[src/rtl/mem_access_ctrl.sv]
`default_nettype none
// ============================================================================
// Module   : mem_access_ctrl
// Purpose  : Memory-stage access controller between EX_MEM and MEM_WB.
//            Runs the load/store held in EX_MEM against a variable-latency
//            data memory over a req/ack handshake. It stalls the upstream
//            pipeline while the access is in flight, sends bubbles into
//            MEM_WB, and returns load data on rdata_out.
// Revision : 1.0 - initial release
// ----------------------------------------------------------------------------
// Ports
//   clk, rst            clock, asynchronous active-high reset
//   valid_in            EX_MEM holds a real instruction
//   mem_read_in         instruction is a load
//   mem_write_in        instruction is a store
//   addr_in, wdata_in   word address and store data from EX_MEM
//   mem_req/mem_wr      memory request (held while BUSY) and direction
//   mem_addr/mem_wdata  latched address and store data
//   mem_ack/mem_rdata   memory completion pulse and read data
//   rdata_out           load result toward MEM_WB MemRead_in
//   stall_out           freeze PC, IF_ID, ID_EX and EX_MEM
//   bubble_out          MEM_WB SendNOP_In
//   err_out             sticky access error (cleared only by reset)
// Optional : define MEM_ACC_TIMEOUT_EN to abort a BUSY access after
//            TIMEOUT_CYCLES cycles without mem_ack.
// ============================================================================
module mem_access_ctrl #(
  parameter int ADDR_W         = 16,
  parameter int DATA_W         = 16,
  parameter int TIMEOUT_CYCLES = 64
) (
  input  logic              clk,
  input  logic              rst,
  input  logic              valid_in,
  input  logic              mem_read_in,
  input  logic              mem_write_in,
  input  logic [ADDR_W-1:0] addr_in,
  input  logic [DATA_W-1:0] wdata_in,
  output logic              mem_req,
  output logic              mem_wr,
  output logic [ADDR_W-1:0] mem_addr,
  output logic [DATA_W-1:0] mem_wdata,
  input  logic              mem_ack,
  input  logic [DATA_W-1:0] mem_rdata,
  output logic [DATA_W-1:0] rdata_out,
  output logic              stall_out,
  output logic              bubble_out,
  output logic              err_out
);

  typedef enum logic [1:0] {
    S_IDLE = 2'd0,
    S_BUSY = 2'd1,
    S_DONE = 2'd2
  } state_t;

  state_t              r_state;
  state_t              w_next;
  logic                r_mem_wr;
  logic [ADDR_W-1:0]   r_mem_addr;
  logic [DATA_W-1:0]   r_mem_wdata;
  logic [DATA_W-1:0]   r_rdata;
  logic                r_err;

  logic w_legal;
  logic w_illegal;
  logic w_accept;
  logic w_reject;
  logic w_timeout;
  logic w_req;
  logic w_stall;
  logic w_bubble;

  assign w_legal   = valid_in & (mem_read_in ^ mem_write_in) & ~addr_in[0];
  assign w_illegal = valid_in & ((mem_read_in & mem_write_in) |
                                 ((mem_read_in | mem_write_in) & addr_in[0]));
  assign w_accept  = (r_state == S_IDLE) & w_legal;
  assign w_reject  = (r_state == S_IDLE) & w_illegal;

`ifdef MEM_ACC_TIMEOUT_EN
  localparam logic [15:0] C_TO_LAST = 16'(TIMEOUT_CYCLES - 1);
  logic [15:0] r_tcnt;

  // Expiry only without ack: an ack on the same cycle is a normal completion.
  assign w_timeout = (r_state == S_BUSY) & ~mem_ack & (r_tcnt == C_TO_LAST);

  always_ff @(posedge clk or posedge rst) begin
    if (rst) begin
      r_tcnt <= 16'd0;
    end else if (w_accept) begin
      r_tcnt <= 16'd0;
    end else if ((r_state == S_BUSY) && !mem_ack) begin
      r_tcnt <= r_tcnt + 16'd1;
    end
  end
`else
  assign w_timeout = 1'b0;
`endif

  always_comb begin
    w_next   = r_state;
    w_req    = 1'b0;
    w_stall  = 1'b0;
    w_bubble = 1'b0;
    case (r_state)
      S_IDLE: begin
        if (w_legal) begin
          w_stall = 1'b1;
          w_next  = S_BUSY;
        end else if (w_illegal) begin
          w_bubble = 1'b1;
        end
      end
      S_BUSY: begin
        w_req    = 1'b1;
        w_stall  = 1'b1;
        w_bubble = 1'b1;
        if (mem_ack || w_timeout) begin
          w_next = S_DONE;
        end
      end
      // EX_MEM and MEM_WB advance here, so the instruction is never re-issued.
      S_DONE:  w_next = S_IDLE;
      default: w_next = S_IDLE;
    endcase
  end

  always_ff @(posedge clk or posedge rst) begin
    if (rst) begin
      r_state     <= S_IDLE;
      r_mem_wr    <= 1'b0;
      r_mem_addr  <= '0;
      r_mem_wdata <= '0;
      r_rdata     <= '0;
      r_err       <= 1'b0;
    end else begin
      r_state <= w_next;
      if (w_accept) begin
        r_mem_wr    <= mem_write_in;
        r_mem_addr  <= addr_in;
        r_mem_wdata <= wdata_in;
      end
      if (w_reject) begin
        r_err <= 1'b1;
      end
      if ((r_state == S_BUSY) && mem_ack && !r_mem_wr) begin
        r_rdata <= mem_rdata;
      end else if (w_timeout) begin
        r_err   <= 1'b1;
        r_rdata <= '1;
      end
    end
  end

  assign mem_req    = w_req;
  assign mem_wr     = r_mem_wr;
  assign mem_addr   = r_mem_addr;
  assign mem_wdata  = r_mem_wdata;
  assign rdata_out  = r_rdata;
  assign stall_out  = w_stall;
  assign bubble_out = w_bubble;
  assign err_out    = r_err;

endmodule
`default_nettype wire

[config.mk]
export PLATFORM = sky130hd
export DESIGN_NAME = mem_access_ctrl
export DESIGN_NICKNAME = d
export VERILOG_FILES = /design/src/rtl/mem_access_ctrl.sv
export SDC_FILE = /design/constraint.sdc
export NUM_CORES = 1
export LEC_CHECK = 0
export CAP_MARGIN = 20
export CORE_ASPECT_RATIO = 1.25
export CORE_UTILIZATION = 39
export DETAILED_ROUTE_END_ITERATION = 10
export PLACE_DENSITY = 0.8
export RECOVER_POWER = 100
export SLEW_MARGIN = 20
export SYNTH_ARGS = -nofsm -noshare
export SYNTH_HDL_FRONTEND = slang
export SYNTH_SLANG_ARGS = --single-unit
[constraint.sdc]
create_clock -name clk -period 2.2 [get_ports clk]
set_clock_uncertainty 0.2 [all_clocks]
set_input_delay 0.33 -clock clk [delete_from_list [all_inputs] [get_ports clk]]
set_output_delay 0.33 -clock clk [all_outputs]
set_load 0.01 [all_outputs]
# After elaboration in Yosys (flattened, before gate mapping)

Cells that the tools add are included.

Register bits after elaboration: 52
Word-level logic and storage cells: 34

Reductions and logical operators: 5
Multiplexer cells: 9
Bitwise gates (word level): 11
Equal/unequal tests: 3

Operators by type and width:

| operator           | number |
|---|---|
| $and 1x1->1        | 7 |
| $mux 1             | 4 |
| $mux 2             | 2 |
| $ne 2x2->1 const B | 2 |
| $pmux 1 s2         | 2 |
| $pmux 2 s2         | 1 |
| $eq 2x1->1 const B | 1 |
| $logic_and 1x1->1  | 2 |
| $logic_not 2->1    | 1 |
| $or 1x1->1         | 2 |
| $reduce_and 2->1   | 1 |
| $logic_not 1->1    | 1 |
| $not 1->1          | 1 |
| $xor 1x1->1        | 1 |

# Longest topological paths before layout

Gate-level depths: netlist of run 1.

Word-level depth: 7
Gate-level depth with buffers: 6
Mapped depth without buffers: 5

# Worst setup path after synthesis of run 1

OpenSTA, ideal clock, no wires.

Kind: input-to-reg
Start point: input port mem_read_in
End point: register r_mem_addr[15] (netlist: mem_addr[15])
Slack: 0.404 ns
Data arrival time: 1.471 ns
Stages: 6
Library setup time: 0.125 ns
Cells stage by stage: inv_1 -> ha_1 -> and3b_1 -> nand2_2 -> buf_2 -> mux2_2

Longest elaborated chain between the ends: 4

RTL lines:

| what                     | RTL line | source |
|---|---|---|
| start: declaration       | 35       | `input logic mem_read_in,` |
| $xor 1x1->1              | 74       | `assign w_legal = valid_in & (mem_read_in ^ mem_write_in) & ~addr_in[0];` |
| $and 1x1->1 (2 in a row) | 74       |  |
| $and 1x1->1              | 77       | `assign w_accept = (r_state == S_IDLE) & w_legal;` |
| end signal: assignment   | 140      | `r_mem_addr <= addr_in;` |
| end: declaration         | 60       | `logic [ADDR_W-1:0] r_mem_addr;` |

No other way between the ends.
A chain may end at the register's enable or synchronous reset.

# Final worst setup path of run 1

Start point: register r_state[1]
End point: output port mem_req

Longest elaborated chain between the ends: 2

RTL lines:

| what                     | RTL line | source |
|---|---|---|
| start: declaration       | 57       | `state_t r_state;` |
| start signal: assignment | 137      | `r_state <= w_next;` |
| $eq 2x1->1               | 105      | `case (r_state)` |
| $mux 1                   | 105      |  |
| end: declaration         | 39       | `output logic mem_req,` |

No other way between the ends.

==> results of run 1 <==
-- path summary, 6_finish.rpt --
check / slack (ps) / cells after the start / start / endpoint
worst max-delay path: 160 / 3 / r_state[1] / mem_req
worst min-delay path: 260 / 2 / err_out / err_out
worst max register to register: 380 / 4 / r_state[1] / rdata_out[8]
worst min register to register: 260 / 2 / err_out / err_out
max in group asynchronous: 490 / 3 / rst / rdata_out[1]
min in group asynchronous: 560 / 3 / rst / rdata_out[12]
-- power groups by stage --
stage	Clock (mW)	Combinational, mW	Sequential (mW)
6_report	0.496	1.25	1.44
5_1_grt	0.564	1.35	1.49
4_1_cts	0.526	1.41	1.47
3_5_place_dp	0	1.42	1.49
3_3_place_gp	0	1.40	1.47
2_1_floorplan	0	0.364	1.64
-- worst max-delay path: stages (launching register included) --
cell                              delay (ps)
sky130_fd_sc_hd__dfrtp_1                 450
sky130_fd_sc_hd__nand2b_4                190
sky130_fd_sc_hd__inv_1                    60
sky130_fd_sc_hd__clkdlybuf4s50_1         530
-- stage by stage --
stage	power, mW	worst slack, ps
after floorplan	2.01	404
after global placement	2.86	-445
after detailed placement	2.90	-485
after CTS	3.41	147
after global routing	3.40	77.6
final	3.19	159
-- registers in the layout (all words and copies together) (netlist names) --
name / cells
mem_addr: 16
mem_wdata: 16
r_state: 2
rdata_out: 16
err_out: 1
mem_wr: 1
-- metal layers --
metal | wire length (um) | share of wire [%] | vias to the layer above | track usage [%]
met2 | 2210 | 52 | 65 | 29.6
li1 | - | - | 668 | -
met3 | 395 | 9.3 | 5 | 6.87
met1 | 1600 | 37 | 705 | 18.2
met4 | 56 | 1.3 | 0 | 5.74
met5 | 0 | 0 | - | 0
-- area by class of cell --
class / count / area [um2] / share of cell area [%]
repair buffers: 114 / 1090 / 33.7
well taps: 60 / 75.1 / 2.32
clock buffers: 6 / 72.6 / 2.24
clock inverters: 1 / 5.00 / 0.155
flip-flops and latches: 52 / 1300 / 40.2
multi-input cells: 65 / 669 / 20.7
inverters: 6 / 22.5 / 0.696
-- cells in the final DEF (no fill, tap or decap), types with 2 or more instances in the layout --
master / count
sky130_fd_sc_hd__inv_1: 5
sky130_fd_sc_hd__clkbuf_1: 4
sky130_fd_sc_hd__dlygate4sd3_1: 51
sky130_fd_sc_hd__clkdlybuf4s50_1: 51
sky130_fd_sc_hd__dlygate4sd2_1: 2
sky130_fd_sc_hd__mux2_2: 48
sky130_fd_sc_hd__dfrtp_1: 52
sky130_fd_sc_hd__nor2_1: 5
sky130_fd_sc_hd__clkbuf_4: 2
sky130_fd_sc_hd__clkbuf_8: 5
sky130_fd_sc_hd__clkbuf_2: 3
sky130_fd_sc_hd__o31ai_1: 2
sky130_fd_sc_hd__ha_1: 2
-- cell families after synthesis --
| family | Yosys count |
|---|---|
| compound gates | 3 |
| fa+ha+maj | 2 |
| buf+inv | 10 |
| flops | 52 |
| mux | 49 |
| simple gates | 11 |
==> out/qor_table.md, run 1 <==
| Result | Reported | Unit |
| --- | --- | --- |
| Clk Latency, worst-skew pair | 290 | ps |
| Number of nets in the layout | 300 | - |
| Leakage power of the design | 1.42 | nW |
| Setup Fix Bufs, Post-CTS | 0 | - |
| Highest clock rate | 490 | MHz |
| TritonCTS clock tree | built | - |
| Mapped Nets | 183 | - |
| Worst slew margin relative to its limit | 17.0 | % |
| Area enclosed by the die boundary | 5490 | um2 |
| Post-DRT Antenna Nets | 0 | - |
| Num rows | 28 | - |
| Library cell with the highest instance count after synthesis | sky130_fd_sc_hd__dfrtp_1 | - |
| Net switching power | 893 | uW |
| Synth area leaders | sky130_fd_sc_hd__dfrtp_1 64%, sky130_fd_sc_hd__mux2_2 27%, sky130_fd_sc_hd__ha_1 1.2% | - |
| Number of levels the H-tree was split into | 2 | - |
| Filler cells | 388 | - |
| Crit path required time | 1670 | ps |
| Synth async-reset ratio | 100 | % |
| Via-per-instance ratio | 4.75 | - |
| Global placer's final weighted congestion | 0.718 | - |
| Root Driver | sky130_fd_sc_hd__clkbuf_8 | - |
| RSZ-0062 raised after global routing | false | - |
| Data arrival time of the critical path | 1510 | ps |
| # placed instances | 297 | - |
| Instance area at placement | 3230 | um2 |
| Via count of the first global-routing pass | 1497 | - |
| Final Instance Count excl. Fillers | 304 | - |
| Cell accounting for the most synthesized area | sky130_fd_sc_hd__dfrtp_1 | - |
| Clock share of power | 15.6 | % |
| Sequential fraction of design power | 45.3 | % |
| Syn Area/Cell | 16.0 | um2 |
| Horizontal die dimension | 66.5 | um |
| Detailed placer's ending HPWL | 3260 | um |
| Yosys warns | 0 | - |
| Clock period minus worst slack | 2040 | ps |
| Fraction of synthesized cell area in xor and xnor cells | 0 | % |
| Antenna violations before repair | 0 | - |
| P per Cell Area | 985 | nW/um2 |
| Final worst hold slack | 259 | ps |
| Remaining Overflow, GRT | 0 | - |
| Hold crit path type | flip-flop to flip-flop | - |
| Endpoints failing hold | 0 | - |
| Simple-gate share of the synthesized area | 3.77 | % |
| Number of vias after detailed routing | 1443 | - |
| Arithmetic-cell share of the synthesized area counting full adders, half adders and majority gates | 1.24 | % |
| Routed len/inst | 14.0 | um |
| Number of antenna diodes | 0 | - |
| Synth Instances | 127 | - |
| Floorplan Core Area | 4870 | um2 |
| Final Max Slew Viols | 0 | - |
| Type of the setup path with the least slack | flip-flop to primary output | - |
| Number of buffers added by the clock tree synthesis step | 5 | - |
| Mux cell area share after synthesis | 27.2 | % |
| IR Drop Worst-Case VDD | 0.567 | mV |
| DRC violations left | 0 | - |
| Synth top cells by count | 52 x sky130_fd_sc_hd__dfrtp_1, 48 x sky130_fd_sc_hd__mux2_2, 6 x sky130_fd_sc_hd__inv_1 | - |
| Count of flip-flops with a built-in enable after synthesis | 0 | - |
| Global-route wire length before repair | 6760 | um |
| Iteration count of the initial detailed-routing pass | 2 | - |
| Top flip-flop cell by instance count after synthesis | sky130_fd_sc_hd__dfrtp_1 | - |
| Final setup viols | 0 | - |
| Initial DRC count | 67 | - |
| Post-route cell area | 3240 | um2 |
| Part of the total power dissipated in combinational logic | 39.2 | % |
| Hold-fix buffers at CTS | 0 | - |
| Run status | finished, final reports clean | - |
| Chip height | 82.6 | um |
| Internal power | 2.30 | mW |
| Count of pins on the block boundary | 107 | - |
| Max capacitance violation total | 0 | - |
| Critical path launch point type | flip-flop | - |
| Final routed wirelength across all metal layers | 4260 | um |
| Post-route setup TNS | 0 | ps |
| Number of library cell types mapped by synthesis | 16 | - |
| Number of gates resized after CTS | 11 | - |
| Tcrit/Tclk final | 92.8 | % |
| Synthesis-to-finish area growth | 59.9 | % |
| Maximum clock path buffer count | 2 | - |
| Starting utilization of the core area | 41.6 | % |
| Post-synthesis instance area | 2030 | um2 |
| Slew at the pin with the worst max-slew slack | 1240 | ps |
| Final core occ | 66.5 | % |
| Clock transition at path regs | 80 | ps |
| Maximum number of pins on one net before global-route repair | 53 | - |
| Fraction of layout instances using a drive strength above 1 | 25.8 | % |
| Sequential fraction of the synthesis area | 64.2 | % |
| Kind of end point of the critical path | primary output | - |
| Area fraction in compound gates after synthesis | 0.988 | % |
| CP max FO | 6 | - |
| Quantity of I/O buffers inserted on ports | 106 | - |
| Global routing usage summed across all routing layers | 16.8 | % |
| Sink count of the clock tree | 52 | - |
| Fraction of power spent switching nets | 28.0 | % |
| Dominant combinational cell family by area after synthesis | multiplexers | - |
| Register bit count reported by yosys | 52 | - |
| Top cell type's share of synthesized area | 64.2 | % |
Power figures use the tool's default switching activity.
==> run 2: changes to the inputs <==
ABC_CLOCK_PERIOD_IN_PS = 2200   (was unset)
==> results of run 2 <==
Final layout, timing and power as in run 1 (identical DEF).
==> run 3: changes to the inputs <==
GPL_ROUTABILITY_DRIVEN = 0   (was unset)
==> results of run 3 <==
Final layout, timing and power as in run 1 (identical DEF).
